<file path="src/rtl/md_stall_unit_if.sv">
// Handshake bundle between decode control, the E-stage MDU and the MD stall unit.
// The slave side is the stall unit; the master side is the surrounding pipeline.
interface md_stall_unit_if #(
  parameter int CNT_W = 32
);
  logic [3:0]       MDUtype_D;
  logic [3:0]       MDUtype_E;
  logic             busy_E;
  logic             stall;
  logic             flush_E;
  logic [3:0]       remain;
  logic [CNT_W-1:0] stall_cnt;
  logic             mismatch;

  modport slave (
    input  MDUtype_D, MDUtype_E, busy_E,
    output stall, flush_E, remain, stall_cnt, mismatch
  );

  modport master (
    output MDUtype_D, MDUtype_E, busy_E,
    input  stall, flush_E, remain, stall_cnt, mismatch
  );
endinterface

</file>
<file path="src/rtl/md_stall_unit.sv">
// MDU occupancy mirror: stalls F/D while an MD-class op in D would collide with an
// in-flight multiply/divide, flags mirror/MDU disagreement, counts stall cycles.
module md_stall_unit #(
  parameter int MULT_CYC = 5,
  parameter int DIV_CYC  = 10,
  parameter int CNT_W    = 32
) (
  input logic             clk,
  input logic             reset,
  md_stall_unit_if.slave  bus
);

  typedef enum logic [1:0] {IDLE, MULT_WAIT, DIV_WAIT} state_t;

  localparam logic [3:0] MULT_INIT = 4'(MULT_CYC);
  localparam logic [3:0] DIV_INIT  = 4'(DIV_CYC);

  state_t           state, state_nxt;
  logic [3:0]       remain_q, remain_nxt;
  logic [CNT_W-1:0] stall_cnt_q;
  logic             mismatch_q, mismatch_nxt;
  logic             md_d, start_e, is_mult_e, busy_mirror, stall_int;

  function automatic logic [CNT_W-1:0] sat_inc(input logic [CNT_W-1:0] v);
    return (&v) ? v : v + 1'b1;
  endfunction

  assign md_d        = (bus.MDUtype_D >= 4'd1) && (bus.MDUtype_D <= 4'd8);
  assign start_e     = (bus.MDUtype_E >= 4'd1) && (bus.MDUtype_E <= 4'd4);
  assign is_mult_e   = (bus.MDUtype_E == 4'd1) || (bus.MDUtype_E == 4'd2);
  assign busy_mirror = (state != IDLE);

  // Gated by reset so the pipeline is never frozen while the MDU is held in reset.
  assign stall_int = reset && md_d && (start_e || busy_mirror);

  always_comb begin
    state_nxt    = state;
    remain_nxt   = remain_q;
    mismatch_nxt = mismatch_q | (busy_mirror != bus.busy_E) | (start_e && busy_mirror);
    case (state)
      IDLE: begin
        if (start_e) begin
          state_nxt  = is_mult_e ? MULT_WAIT : DIV_WAIT;
          remain_nxt = is_mult_e ? MULT_INIT : DIV_INIT;
        end
      end
      MULT_WAIT, DIV_WAIT: begin
        // A start seen here is ignored (the MDU ignores it too) and only flagged.
        if (remain_q > 4'd1) begin
          remain_nxt = remain_q - 4'd1;
        end else begin
          state_nxt  = IDLE;
          remain_nxt = 4'd0;
        end
      end
      default: begin
        state_nxt  = IDLE;
        remain_nxt = 4'd0;
      end
    endcase
  end

  always_ff @(posedge clk or negedge reset) begin
    if (!reset) begin
      state       <= IDLE;
      remain_q    <= 4'd0;
      stall_cnt_q <= '0;
      mismatch_q  <= 1'b0;
    end else begin
      state      <= state_nxt;
      remain_q   <= remain_nxt;
      mismatch_q <= mismatch_nxt;
      if (stall_int) stall_cnt_q <= sat_inc(stall_cnt_q);
    end
  end

  assign bus.stall     = stall_int;
  assign bus.flush_E   = stall_int;
  assign bus.remain    = remain_q;
  assign bus.stall_cnt = stall_cnt_q;
  assign bus.mismatch  = mismatch_q;

endmodule

</file>
<file path="src/flat_wrapper.sv">
// flat-port wrapper written by rule: the top's interface ports become plain ports
module md_stall_unit_flat 
#(
  parameter int MULT_CYC = 5,
  parameter int DIV_CYC  = 10,
  parameter int CNT_W    = 32
)
  (clk, reset, bus_MDUtype_D, bus_MDUtype_E, bus_busy_E, bus_stall, bus_flush_E, bus_remain, bus_stall_cnt, bus_mismatch);
  md_stall_unit_if #(.CNT_W(CNT_W)) bus_i ();
  input logic clk;
  input logic reset;
  input wire logic [$bits(bus_i.MDUtype_D)-1:0] bus_MDUtype_D;
  input wire logic [$bits(bus_i.MDUtype_E)-1:0] bus_MDUtype_E;
  input wire logic [$bits(bus_i.busy_E)-1:0] bus_busy_E;
  output wire logic [$bits(bus_i.stall)-1:0] bus_stall;
  output wire logic [$bits(bus_i.flush_E)-1:0] bus_flush_E;
  output wire logic [$bits(bus_i.remain)-1:0] bus_remain;
  output wire logic [$bits(bus_i.stall_cnt)-1:0] bus_stall_cnt;
  output wire logic [$bits(bus_i.mismatch)-1:0] bus_mismatch;
  assign bus_i.MDUtype_D = bus_MDUtype_D;
  assign bus_i.MDUtype_E = bus_MDUtype_E;
  assign bus_i.busy_E = bus_busy_E;
  assign bus_stall = bus_i.stall;
  assign bus_flush_E = bus_i.flush_E;
  assign bus_remain = bus_i.remain;
  assign bus_stall_cnt = bus_i.stall_cnt;
  assign bus_mismatch = bus_i.mismatch;
  md_stall_unit #(.MULT_CYC(MULT_CYC), .DIV_CYC(DIV_CYC), .CNT_W(CNT_W)) u_core (.clk(clk), .reset(reset), .bus(bus_i));
endmodule
</file>
<file path="config.mk">
export PLATFORM = sky130hd
export DESIGN_NAME = md_stall_unit_flat
export DESIGN_NICKNAME = d
export VERILOG_FILES = /design/src/rtl/md_stall_unit_if.sv /design/src/rtl/md_stall_unit.sv /design/src/flat_wrapper.sv
export SDC_FILE = /design/constraint.sdc
export NUM_CORES = 1
export LEC_CHECK = 0
export CORE_MARGIN = 10
export CORE_UTILIZATION = 40
export CTS_BUF_LIST = sky130_fd_sc_hd__clkbuf_4
export CTS_CLUSTER_SIZE = 24
export DETAILED_ROUTE_END_ITERATION = 10
export PLACE_DENSITY = 0.69
export SYNTH_ARGS = -nofsm -noshare
export SYNTH_HDL_FRONTEND = slang
export SYNTH_SLANG_ARGS = --single-unit
</file>
<file path="constraint.sdc">
create_clock -name clk -period 2.9 [get_ports clk]
set_input_delay 0.29 -clock clk [delete_from_list [all_inputs] [get_ports clk]]
set_output_delay 0.29 -clock clk [all_outputs]
set_load 0.01 [all_outputs]
</file>
### Word-level counts from Yosys, hierarchy flattened

Index checks and enable logic that the tools add are counted.

* add/sub/neg operators: 2
* multiply operators: 0
* div/mod/pow operators: 0
* magnitude comparators: 5
* equal/unequal tests: 7
* shift operators: 0
* multiplexer cells: 8
* bitwise operators: 3
* reductions and logical operators: 13

Operators by type and width (number)
* $add 32x1->32 const B: 1
* $reduce_and 32->1: 1
* $mux 4: 3
* $ge 4x1->1 const B: 2
* $pmux 4 s2: 1
* $mux 2: 3
* $logic_and 1x1->1: 5
* $eq 4x1->1 const B: 1
* $eq 4x2->1 const B: 1
* $gt 4x1->1 const B: 1
* $le 4x3->1 const B: 1
* $le 4x4->1 const B: 1
* $pmux 2 s2: 1
* $reduce_and 2->1: 2
* $sub 4x1->4 const B: 1
* $eq 2x1->1 const B: 1
* $eq 2x2->1 const B: 1
* $logic_not 2->1: 1
* $logic_or 1x1->1: 2
* $ne 2x1->1 const B: 1
* $ne 2x2->1 const B: 1
* $or 1x1->1: 2
* $reduce_bool 2->1: 1
* $reduce_or 2->1: 1
* 2 further kinds: 2

* register bits after elaboration: 39
* latch bits: 0
* memory bits (writable): 0
* memory bits (read-only): 0
* input bits: 11
* memories: 0

### Logic depth before layout (Yosys ltp)

Gate-level depths: netlist of the first run.

* depth after elaboration: 5
* gate-level depth with buffers: 7

### Least setup slack after synthesis of the first run

No wires, ideal clock.

* path kind: register to register
* from: register u_core.stall_cnt_q[0] (netlist: u_core.bus.stall_cnt[0])
* to: register u_core.stall_cnt_q[11] (netlist: u_core.bus.stall_cnt[11])
* setup time: 0.140 ns
* arrival: 1.933 ns
* data required time: 2.760 ns
* slack: 0.828 ns
* stages on the path, launching flop included: 8
* path buffers: 1
* clock period less this slack: 2.072 ns
* cell sequence: dfrtp_1 ha_1 nand2_1 or4_1 buf_2 nor3_4 nor4b_1 xor2_1

* longest elaborated chain between the ends: 3
* elaborated cells between the ends (all ways): 4
* classes of those cells: add/sub (1); bitwise (1); reduce/logical (2)

RTL lines
* start: declaration: line md_stall_unit.sv:20 `logic [CNT_W-1:0] stall_cnt_q;`
* start signal: assignment: line md_stall_unit.sv:73 `if (stall_int) stall_cnt_q <= sat_inc(stall_cnt_q);`
* parallel branches: the longest is 3 deep, another holds $add 32x1->32

Parallel ways; which one is timed is not known.
A chain may end at the register's enable or synchronous reset.

### Worst setup path in the final report of the first run

* from: input bus_MDUtype_E[0]
* to: output bus_stall

* longest elaborated chain between the ends: 4
* elaborated cells between the ends (all ways): 5
* classes of those cells: order compare (2); reduce/logical (3)

RTL lines
* start: declaration: line flat_wrapper.sv:13 `input wire logic [$bits(bus_i.MDUtype_E)-1:0] bus_MDUtype_E;`
* $ge 4x1->1 / $le 4x3->1 (equally long branches): line md_stall_unit.sv:29 `assign start_e = (bus.MDUtype_E >= 4'd1) && (bus.MDUtype_E <= 4'd4);`
* $logic_and 1x1->1 (*): line md_stall_unit.sv:29
* $logic_or 1x1->1 (*): line md_stall_unit.sv:34 `assign stall_int = reset && md_d && (start_e || busy_mirror);`
* $logic_and 1x1->1 (*): line md_stall_unit.sv:34
* end: declaration: line flat_wrapper.sv:15 `output wire logic [$bits(bus_i.stall)-1:0] bus_stall;`

Mark *: on every way between the ends. The rest lies on a longest branch, timed or not.

==> metrics.md, run 1 <==
| Metric | Value |
|---|---|
| WP data arrival | `approximately 2200 ps` |
| Placed insts | `between 300 and 400` |
| Leak Pwr | `~1.2 nW` |
| Largest net degree at the start of global routing | `40` |
| Mapped Cells | `between 200 and 250` |
| Peak VDD IR | `about 330 uV` |
| Ant diodes | `0` |
| Remaining global-route overflow | `0` |
| Die area | `8490 um^2` |
| Max_slew headroom | `0.528` |
| Type of origin of the critical path | `input pin` |
| ANT nets after route | `0` |
| Post-DP HPWL | `around 3700 um` |
| Unrepaired setup endpoints after global routing | `false` |
| Max-cap violation count | `0` |
| Setup violators final | `0` |
| Power Total | `about 1.6 mW` |
| Gates resized, CTS repair | `0` |
| Worst-margin pin slew | `about 700 ps` |
| Maximum clock frequency | `approximately 0.4 GHz` |
| Sequential element share of the synthesized area | `0.469` |
| IO Pins | `50` |
| Syn Nets | `around 220` |
| Worst path required time | `about 2600 ps` |
| Seq cells post-synth | `39` |
| CP dominant cell by count | `clkdlybuf4s50_1` |
| IO buf count | `just under 50` |
| Post-Layout Cell Count | `330` |
| Num CTS Buffers | `5` |
| Status | `complete, no violations` |
| Final net count | `~280` |
| Setup crit end kind | `output port` |
| Kind of critical path | `input pin to output port` |
| Core footprint | `a little over 5000 um^2` |
| Die H | `92.1 um` |
| # rows | `26` |
| Worst r2r src | `u_core.bus.stall_cnt[0]$_DFFE_PN0P_` |
| Design area | `2710 um^2` |
| Yosys cell types | `39` |
| Initial Utilization | `0.410` |
| Drt wl/cell | `15.0 um` |
| Drt drc | `0` |
| Fin util | `0.534` |
| R2R depth | `6` |
| Post-CTS Setup Inserts | `0` |
| R2r endpoint | `u_core.bus.stall_cnt[11]$_DFFE_PN0P_` |
| Crit-path cells | `clkdlybuf4s50_1 -> o21a_1 -> o31ai_2 -> nand2_1 -> inv_1 -> clkdlybuf4s50_1` |
| Reg2reg setup slack | `about 500 ps` |
| Via count | `~1800` |
| Hold WC Path Type | `input pin to async pin` |
| Post-route minimum period | `about 2500 ps` |
| Most common cell after layout, fill and taps aside | `clkdlybuf4s50_1` |
| Routability Congestion | `~0.85` |
| CTS tree | `built` |
| DRT Pass-1 Iters | `4` |
| Max-slew violations | `0` |
| Clk buf depth | `2` |
| Die X | `between 90 and 100 um` |
| First DRT Iteration DRCs | `just over 100` |
| Hold_buf cts | `0` |
| Pwr Density | `584 nW/um^2` |
| Reg clk slew, reported paths | `~110 ps` |
| Total track usage | `0.119` |
| Clock sink count | `39` |
| Syn-to-layout area delta | `30.1%` |
| Slowest stage delay, CP | `between 500 and 600 ps` |
| Avg Cell Area, Syn | `between 10 and 15 um^2` |
| Placed instance area | `2660 um^2` |
| # fillers | `slightly below 500` |
| Final Hold Fails | `0` |
| Wirelength, routed | `4960 um` |
| Yosys Warn Count | `0` |
| Worst Clk Skew | `between 10 and 15 ps` |
| Leading cell types in the layout, fill and taps excluded | `clkdlybuf4s50_1, dfrtp_1, xor2_1, nor3_1, nand2_1` |
| Initial antenna violation count | `0` |
| Root Driver | `clkbuf_4` |
| Final TNS setup | `0 ps` |
| Post-Synthesis Cell Area | `approximately 2100 um^2` |
| First-pass GRT wire length | `8510 um` |
| Crit share post-route | `0.874` |
| H-tree level count | `2` |
| Worst Path Max Fanout | `7` |
| Via-per-instance ratio | `approximately 5.4` |
| Vias in the first global route | `1752` |
| Slowest cell on the critical path | `clkdlybuf4s50_1` |
| Share of cells above drive strength 1 | `0.0731` |
| Worst skew pair latency | `around 340 ps` |
==> power breakdown <==
group | leakage, nW | switching, mW | internal, mW
Sequential | 0.505 | 0.0976 | 0.623
Clock | 0.0307 | 0.166 | 0.0993
Combinational | 0.667 | 0.302 | 0.295
Total | 1.20 | 0.565 | 1.02
==> final cells by class <==
type / count / area, um^2 / area share
Inverter: 9 / 33.8 / 0.0125
Tap cell: 70 / 87.6 / 0.0323
Multi-Input combinational cell: 151 / 1040 / 0.385
Clock buffer: 6 / 45.0 / 0.0166
Clock inverter: 2 / 7.51 / 0.00277
Timing Repair Buffer: 53 / 515 / 0.190
Sequential cell: 39 / 976 / 0.360
==> per-layer routing <==
layer,GRT usage,vias to the layer above,share of wire
met3,0.0424,5,0.070
li1,-,846,-
met5,0,-,0
met4,0.0398,0,0.013
met2,0.186,56,0.48
met1,0.149,878,0.44
==> through the flow <==
step | setup slack (ps) | hold slack (ps)
6_report | 367 | 26.7
4_1_cts | 351 | 37.1
3_3_place_gp | 365 | 411
3_5_place_dp | 351 | 415
2_1_floorplan | 828 | -5.59
5_1_grt | 210 | 53.4
==> cell families (layout without fill, tap and decap cells) <==
| family | count (synthesis) | in the layout | synth area share |
|---|---|---|---|
| buffers and inverters | 13 | 70 | 0.0300 |
| and+or+nand+nor | 91 | 91 | 0.254 |
| xor gates and xnor gates | 31 | 31 | 0.130 |
| adders and majority gates | 5 | 5 | 0.0300 |
| muxes | 3 | 3 | 0.0162 |
| DFF | 39 | 39 | 0.469 |
| AOI/OAI and AO/OA | 21 | 21 | 0.0703 |
==> critical path: cells and delay by family <==
family                 cells  cell delay [ps]
buffers and inverters      3             1160
AOI/OAI and AO/OA          2              650
and+or+nand+nor            1              130
==> cells in the mapped netlist <==
cell type | instances | area share
nor4b_1 | 3 | 0.013
and3_1 | 2 | 0.0060
xor2_1 | 22 | 0.093
nand4b_1 | 1 | 0.0042
o31a_1 | 1 | 0.0042
buf_2 | 2 | 0.0048
and2_1 | 3 | 0.0090
buf_4 | 1 | 0.0036
nor2_1 | 8 | 0.014
ha_1 | 5 | 0.030
mux2_2 | 3 | 0.016
nor3_1 | 18 | 0.043
and4_1 | 5 | 0.021
nand4_2 | 1 | 0.0060
nor3b_1 | 3 | 0.011
inv_1 | 9 | 0.016
nand2_1 | 18 | 0.032
o311ai_0 | 1 | 0.0042
or4_1 | 2 | 0.0072
a22o_1 | 2 | 0.0084
o211ai_1 | 1 | 0.0036
a41o_1 | 1 | 0.0048
nor3_4 | 1 | 0.0078
nor4_2 | 2 | 0.012
nand2b_1 | 3 | 0.0090
xnor2_1 | 9 | 0.038
or3_1 | 1 | 0.0030
o21ai_1 | 1 | 0.0024
a21oi_1 | 1 | 0.0024
o41ai_1 | 1 | 0.0042
nor4_1 | 3 | 0.0090
o21a_1 | 1 | 0.0036
o21ai_0 | 8 | 0.019
o31ai_2 | 1 | 0.0060
nand4_1 | 9 | 0.027
nand3_1 | 8 | 0.019
dfrtp_1 | 39 | 0.47
buf_6 | 1 | 0.0054
o31ai_1 | 2 | 0.0072
==> worst max path at each step <==
stage / from / end / cells past startpoint
3_5_place_dp: bus_MDUtype_E[0] / bus_stall / 6
2_1_floorplan: u_core.bus.stall_cnt[0]$_DFFE_PN0P_ / u_core.bus.stall_cnt[11]$_DFFE_PN0P_ / 7
5_1_grt: bus_MDUtype_E[0] / bus_flush_E / 6
3_3_place_gp: bus_MDUtype_E[0] / bus_flush_E / 6
6_report: bus_MDUtype_E[0] / bus_stall / 6
4_1_cts: bus_MDUtype_E[0] / bus_stall / 6
==> flip-flops by register name, indices dropped and copies added, names as in the netlist <==
signal / count
u_core.bus.stall_cnt: 32
u_core.bus.remain: 4
u_core.state: 2
u_core.bus.mismatch: 1
Note: power is estimated with default switching activity, not from simulation.
==> run 2: changes to the inputs <==
--- a/config.mk
+++ b/config.mk
@@ -11,6 +11,8 @@
 export CTS_CLUSTER_SIZE = 24
 export DETAILED_ROUTE_END_ITERATION = 10
 export PLACE_DENSITY = 0.69
+export RECOVER_POWER = 50
+export SLEW_MARGIN = 20
 export SYNTH_ARGS = -nofsm -noshare
 export SYNTH_HDL_FRONTEND = slang
 export SYNTH_SLANG_ARGS = --single-unit
==> metrics.md, run 2 (synthesized netlist as in run 1, its figures left out) <==
| Metric | Value |
|---|---|
| Via count | `approximately 1800` |
| Final TNS setup | `0 ps` |
| Fin util | `0.533` |
| Final Hold Fails | `0` |
| Share of cells above drive strength 1 | `0.0654` |
| Status | `finished, violations left` |
| WP data arrival | `approximately 2200 ps` |
| # fillers | `~490` |
| Num CTS Buffers | `5` |
| Type of origin of the critical path | `input pin` |
| Drt drc | `0` |
| Crit share post-route | `0.873` |
| Final net count | `approximately 280` |
| Leak Pwr | `between 1 and 1.5 nW` |
| Ant diodes | `0` |
| Peak VDD IR | `332 uV` |
| Worst Clk Skew | `13.0 ps` |
| H-tree level count | `2` |
| Hold slack final | `approximately 480 ps` |
| Initial Utilization | `0.410` |
| Clock sink count | `39` |
| Max_slew headroom | `-0.399` |
| Routability Congestion | `around 0.85` |
| Post-CTS Setup Inserts | `0` |
| Die X | `roughly 92 um` |
| Drt wl/cell | `15.0 um` |
| IO buf count | `between 40 and 50` |
| Max-slew violations | `40` |
| IO Pins | `50` |
| Unrepaired setup endpoints after global routing | `false` |
| Wirelength, routed | `around 5000 um` |
| Setup violators final | `0` |
| Largest net degree at the start of global routing | `40` |
| ANT nets after route | `0` |
| Initial antenna violation count | `0` |
| CTS tree | `built` |
| Worst path required time | `approximately 2600 ps` |
| Maximum clock frequency | `between 0.3 and 0.4 GHz` |
| Hold_buf cts | `0` |
| Total track usage | `0.119` |
| Post-route minimum period | `between 2000 and 3000 ps` |
| Largest register FFs | `32` |
| Most common cell after layout, fill and taps aside | `dfrtp_1` |
| Power Total | `approximately 1.6 mW` |
| Kind of critical path | `input pin to output port` |
| Syn-to-layout area delta | `29.9%` |
| Core footprint | `5070 um^2` |
| Worst skew pair latency | `340 ps` |
| Via-per-instance ratio | `5.39` |
| First DRT Iteration DRCs | `roughly 100` |
| Die area | `between 8000 and 9000 um^2` |
| Placed instance area | `about 2700 um^2` |
| Design area | `approximately 2700 um^2` |
| Die H | `92.1 um` |
| Worst-margin pin slew | `between 2000 and 2500 ps` |
| Root Driver | `clkbuf_4` |
| Vias in the first global route | `approximately 1800` |
| Setup crit end kind | `output port` |
| # rows | `26` |
| Pwr Density | `slightly below 600 nW/um^2` |
| Remaining global-route overflow | `0` |
| Clk buf depth | `2` |
| Failing checks | `capacitance limit, slew limit` |
| Post-DP HPWL | `between 3000 and 4000 um` |
| Hold WC Path Type | `flop to flop` |
| First-pass GRT wire length | `8510 um` |
| Leading cell types in the layout, fill and taps excluded | `dfrtp_1, clkdlybuf4s50_1, xor2_1` |
| Max-cap violation count | `1` |
| Gates resized, CTS repair | `0` |
| DRT Pass-1 Iters | `4` |
| Worst Path Max Fanout | `7` |
| Reg clk slew, reported paths | `~110 ps` |
## run 2: final cells by class
| class | count | area (um^2) | share of cell area |
|---|---|---|---|
| multi-input combinational | 151 | 1040 | 0.386 |
| sequential | 39 | 976 | 0.361 |
| timing repair buffer | 53 | 510 | 0.189 |
| tap | 70 | 87.6 | 0.0324 |
| clock buffer | 6 | 45.0 | 0.0167 |
| inverter | 9 | 33.8 | 0.0125 |
| clock inverter | 2 | 7.51 | 0.00278 |
## run 2: critical path: stages
cell and delay [ps]:
clkdlybuf4s50_1 450, o21a_1 230, o31ai_2 420, nand2_1 130, inv_1 150, clkdlybuf4s50_1 560
## run 2: layer usage
| layer | global-route usage | wire, um | up-vias |
|---|---|---|---|
| met2 | 0.186 | 2350 | 50 |
| met5 | 0 | 0 | - |
| met4 | 0.0398 | 60 | 0 |
| li1 | - | - | 848 |
| met1 | 0.149 | 2170 | 876 |
| met3 | 0.0424 | 358 | 5 |
## run 2: final timing paths
path	endpoint	from	slack, ps	cells after the start
worst max-delay path	bus_stall	bus_MDUtype_E[0]	370	6
worst min-delay path	u_core.bus.mismatch$_DFF_PN0_	u_core.bus.mismatch$_DFF_PN0_	480	1
worst max register to register	u_core.bus.stall_cnt[11]$_DFFE_PN0P_	u_core.bus.stall_cnt[0]$_DFFE_PN0P_	490	6
worst min register to register	u_core.bus.mismatch$_DFF_PN0_	u_core.bus.mismatch$_DFF_PN0_	480	1
max in group asynchronous	u_core.state[1]$_DFFE_PN0P_	reset	1000	2
min in group asynchronous	u_core.bus.stall_cnt[28]$_DFFE_PN0P_	reset	700	2
## run 2: per-stage QoR
step	cells	worst slack, ps
after floorplan	203	828
after global placement	322	365
after detailed placement	322	351
after CTS	330	351
after global routing	330	210
final	330	368
## run 2: power by group
part,switching [mW],internal (mW)
registers,0.0967,0.623
logic,0.300,0.285
clock network,0.166,0.0993
==> run 3: changes to the inputs <==
--- a/config.mk
+++ b/config.mk
@@ -12,6 +12,7 @@
 export DETAILED_ROUTE_END_ITERATION = 10
 export PLACE_DENSITY = 0.69
 export RECOVER_POWER = 50
+export SETUP_SLACK_MARGIN = 0.4
 export SLEW_MARGIN = 20
 export SYNTH_ARGS = -nofsm -noshare
 export SYNTH_HDL_FRONTEND = slang
==> metrics.md, run 3 (synthesized netlist as in run 1, its figures left out) <==
| Metric | Value |
|---|---|
| Status | `finished, violations left` |
| Failing checks | `capacitance limit, slew limit` |
| Max-slew violations | `40` |
| Fin util | `0.542` |
| Die H | `slightly above 90 um` |
| Net Sw Frac | `0.358` |
| Core footprint | `5070 um^2` |
| Die X | `slightly above 90 um` |
| Largest net degree at the start of global routing | `40` |
| Kind of critical path | `input pin to output port` |
| Worst r2r src | `u_core.bus.stall_cnt[0]$_DFFE_PN0P_` |
| First DRT Iteration DRCs | `just under 100` |
| First-pass GRT wire length | `around 8500 um` |
| Max_slew headroom | `-0.381` |
| Initial Utilization | `0.410` |
| Reg2reg setup slack | `about 570 ps` |
| Reg clk slew, reported paths | `around 110 ps` |
| Hold Path Sink | `u_core.bus.mismatch$_DFF_PN0_` |
| Worst-margin pin slew | `between 2000 and 2500 ps` |
| ANT nets after route | `0` |
| Max-cap violation count | `1` |
| IO buf count | `49` |
| Initial antenna violation count | `0` |
| CP top delay family | `buffers and inverters` |
| Post-DP HPWL | `3750 um` |
| Worst Path Max Fanout | `5` |
| # rows | `26` |
| Setup violators final | `0` |
| Leak Pwr | `~1.3 nW` |
| Routability Congestion | `0.848` |
| Worst Clk Skew | `about 14 ps` |
| Most common cell after layout, fill and taps aside | `dfrtp_1` |
| Ant diodes | `0` |
| WL met3 | `roughly 350 um` |
| Hold WC Path Type | `flop to flop` |
| DRT Pass-1 Iters | `4` |
| Max Used Layer | `met4` |
| Post-Route M1 WL | `2170 um` |
| Worst path required time | `between 2000 and 3000 ps` |
| Crit-path cells | `dlygate4sd3_1 -> o21a_1 -> o31ai_4 -> nand2_1 -> inv_1 -> clkdlybuf4s50_1` |
| Num CTS Buffers | `5` |
| Clk buf depth | `2` |
| Met2 WL | `2450 um` |
| Crit share post-route | `0.858` |
| Hold_buf cts | `0` |
| Reg power frac | `0.448` |
| Final net count | `between 200 and 300` |
| Share of cells above drive strength 1 | `0.0798` |
| Total track usage | `0.119` |
| Drt wl/cell | `15.1 um` |
| Slowest cell on the critical path | `dlygate4sd3_1` |
| Maximum clock frequency | `~0.40 GHz` |
| Largest register FFs | `32` |
| Pwr Density | `between 500 and 600 nW/um^2` |
| Peak VDD IR | `345 uV` |
| Worst skew pair latency | `about 340 ps` |
| Hold path depth | `1` |
| Sw Pwr | `between 500 and 600 uW` |
| CP Buf/Inv Count | `3` |
| Unrepaired setup endpoints after global routing | `false` |
| Via-per-instance ratio | `5.38` |
| Type of origin of the critical path | `input pin` |
| Syn-to-layout area delta | `32.2%` |
| IO Pins | `50` |
| Wirelength, routed | `between 5000 and 6000 um` |
| Final Hold Fails | `0` |
| Hold_sp | `u_core.bus.mismatch$_DFF_PN0_` |
| Remaining global-route overflow | `0` |
| R2R depth | `5` |
| Leading cell types in the layout, fill and taps excluded | `dfrtp_1, clkdlybuf4s50_1, xor2_1, dlygate4sd3_1` |
| Setup crit end kind | `output port` |
| Post-route minimum period | `2490 ps` |
| Clock sink count | `39` |
| Comb pwr share | `0.386` |
| Vias in the first global route | `~1800` |
| H-tree level count | `2` |
| Final TNS setup | `0 ps` |
| Via count | `1790` |
| CTS tree | `built` |
| WP data arrival | `about 2200 ps` |
| Slowest stage delay, CP | `580 ps` |
| R2r endpoint | `u_core.bus.stall_cnt[1]$_DFFE_PN0P_` |
| Clock power frac | `0.166` |
| Drt drc | `0` |
| Root Driver | `clkbuf_4` |
| Die area | `8490 um^2` |
| P_int | `between 1 and 1.5 mW` |
==> run 3: cell types whose count changed in the layout (fill, tap and decap cells not counted), sizes merged <==
cell           change
clkdlybuf4s50      -1
buf                +3
dlygate4sd3        +1
==> run 3: worst max-delay path by stage <==
| stage | start | slack, ps | cells after the start | to |
|---|---|---|---|---|
| 6_report | bus_MDUtype_E[0] | 410 | 6 | bus_stall |
| 3_5_place_dp | bus_MDUtype_E[0] | 350 | 6 | bus_stall |
| 5_1_grt | bus_MDUtype_E[0] | 310 | 6 | bus_flush_E |
| 3_3_place_gp | bus_MDUtype_E[0] | 370 | 6 | bus_flush_E |
| 2_1_floorplan | u_core.bus.stall_cnt[0]$_DFFE_PN0P_ | 830 | 7 | u_core.bus.stall_cnt[11]$_DFFE_PN0P_ |
| 4_1_cts | bus_MDUtype_D[2] | 400 | 6 | bus_stall |
==> run 3: power by group through the flow <==
stage / combinational [mW] / clock (mW) / sequential (mW)
global route: 0.696 / 0.305 / 0.737
floorplan: 0.319 / 0 / 0.744
finish: 0.619 / 0.267 / 0.719
CTS: 0.615 / 0.277 / 0.723
detailed placement: 0.600 / 0 / 0.733
global placement: 0.591 / 0 / 0.730
==> run 3: worst register-to-register path, cell delays in order (launching register included) <==
cell and delay, ps:
dfrtp_1 450, ha_1 330, nand2_1 100, or4_1 660
o21ai_1 320, mux2_2 370
==> run 3: area by class of cell <==
type	count	area, um^2
fillers	485	2320
multi-input cells	151	1060
flip-flops and latches	39	976
repair buffers	56	546
well taps	70	87.6
clock buffers	6	45.0
inverters	9	33.8
clock inverters	2	7.51
==> run 3: repair_timing <==
item                       4_1_cts  5_1_grt
setup buffers                    0        3
pin swaps                        0        1
setup endpoints to repair        2       12
hold endpoints to repair         0        0
resized for setup                1        1
==> run 3: per-layer routing <==
metal	global-route usage	vias to the layer above
met1	0.149	883
li1	-	853
met2	0.186	48
met3	0.0424	6
met4	0.0398	0
met5	0	-
==> run 3: stage by stage <==
stage          cell area, um^2  power, mW  instances  hold slack, ps  setup WS (ps)
6_report                  2750       1.61        333             482            411
3_3_place_gp              2660       1.32        322             411            365
4_1_cts                   2720       1.61        330            37.1            402
2_1_floorplan             2080       1.06        203           -5.59            828
3_5_place_dp              2660       1.33        322             415            351
5_1_grt                   2750       1.74        333             511            313
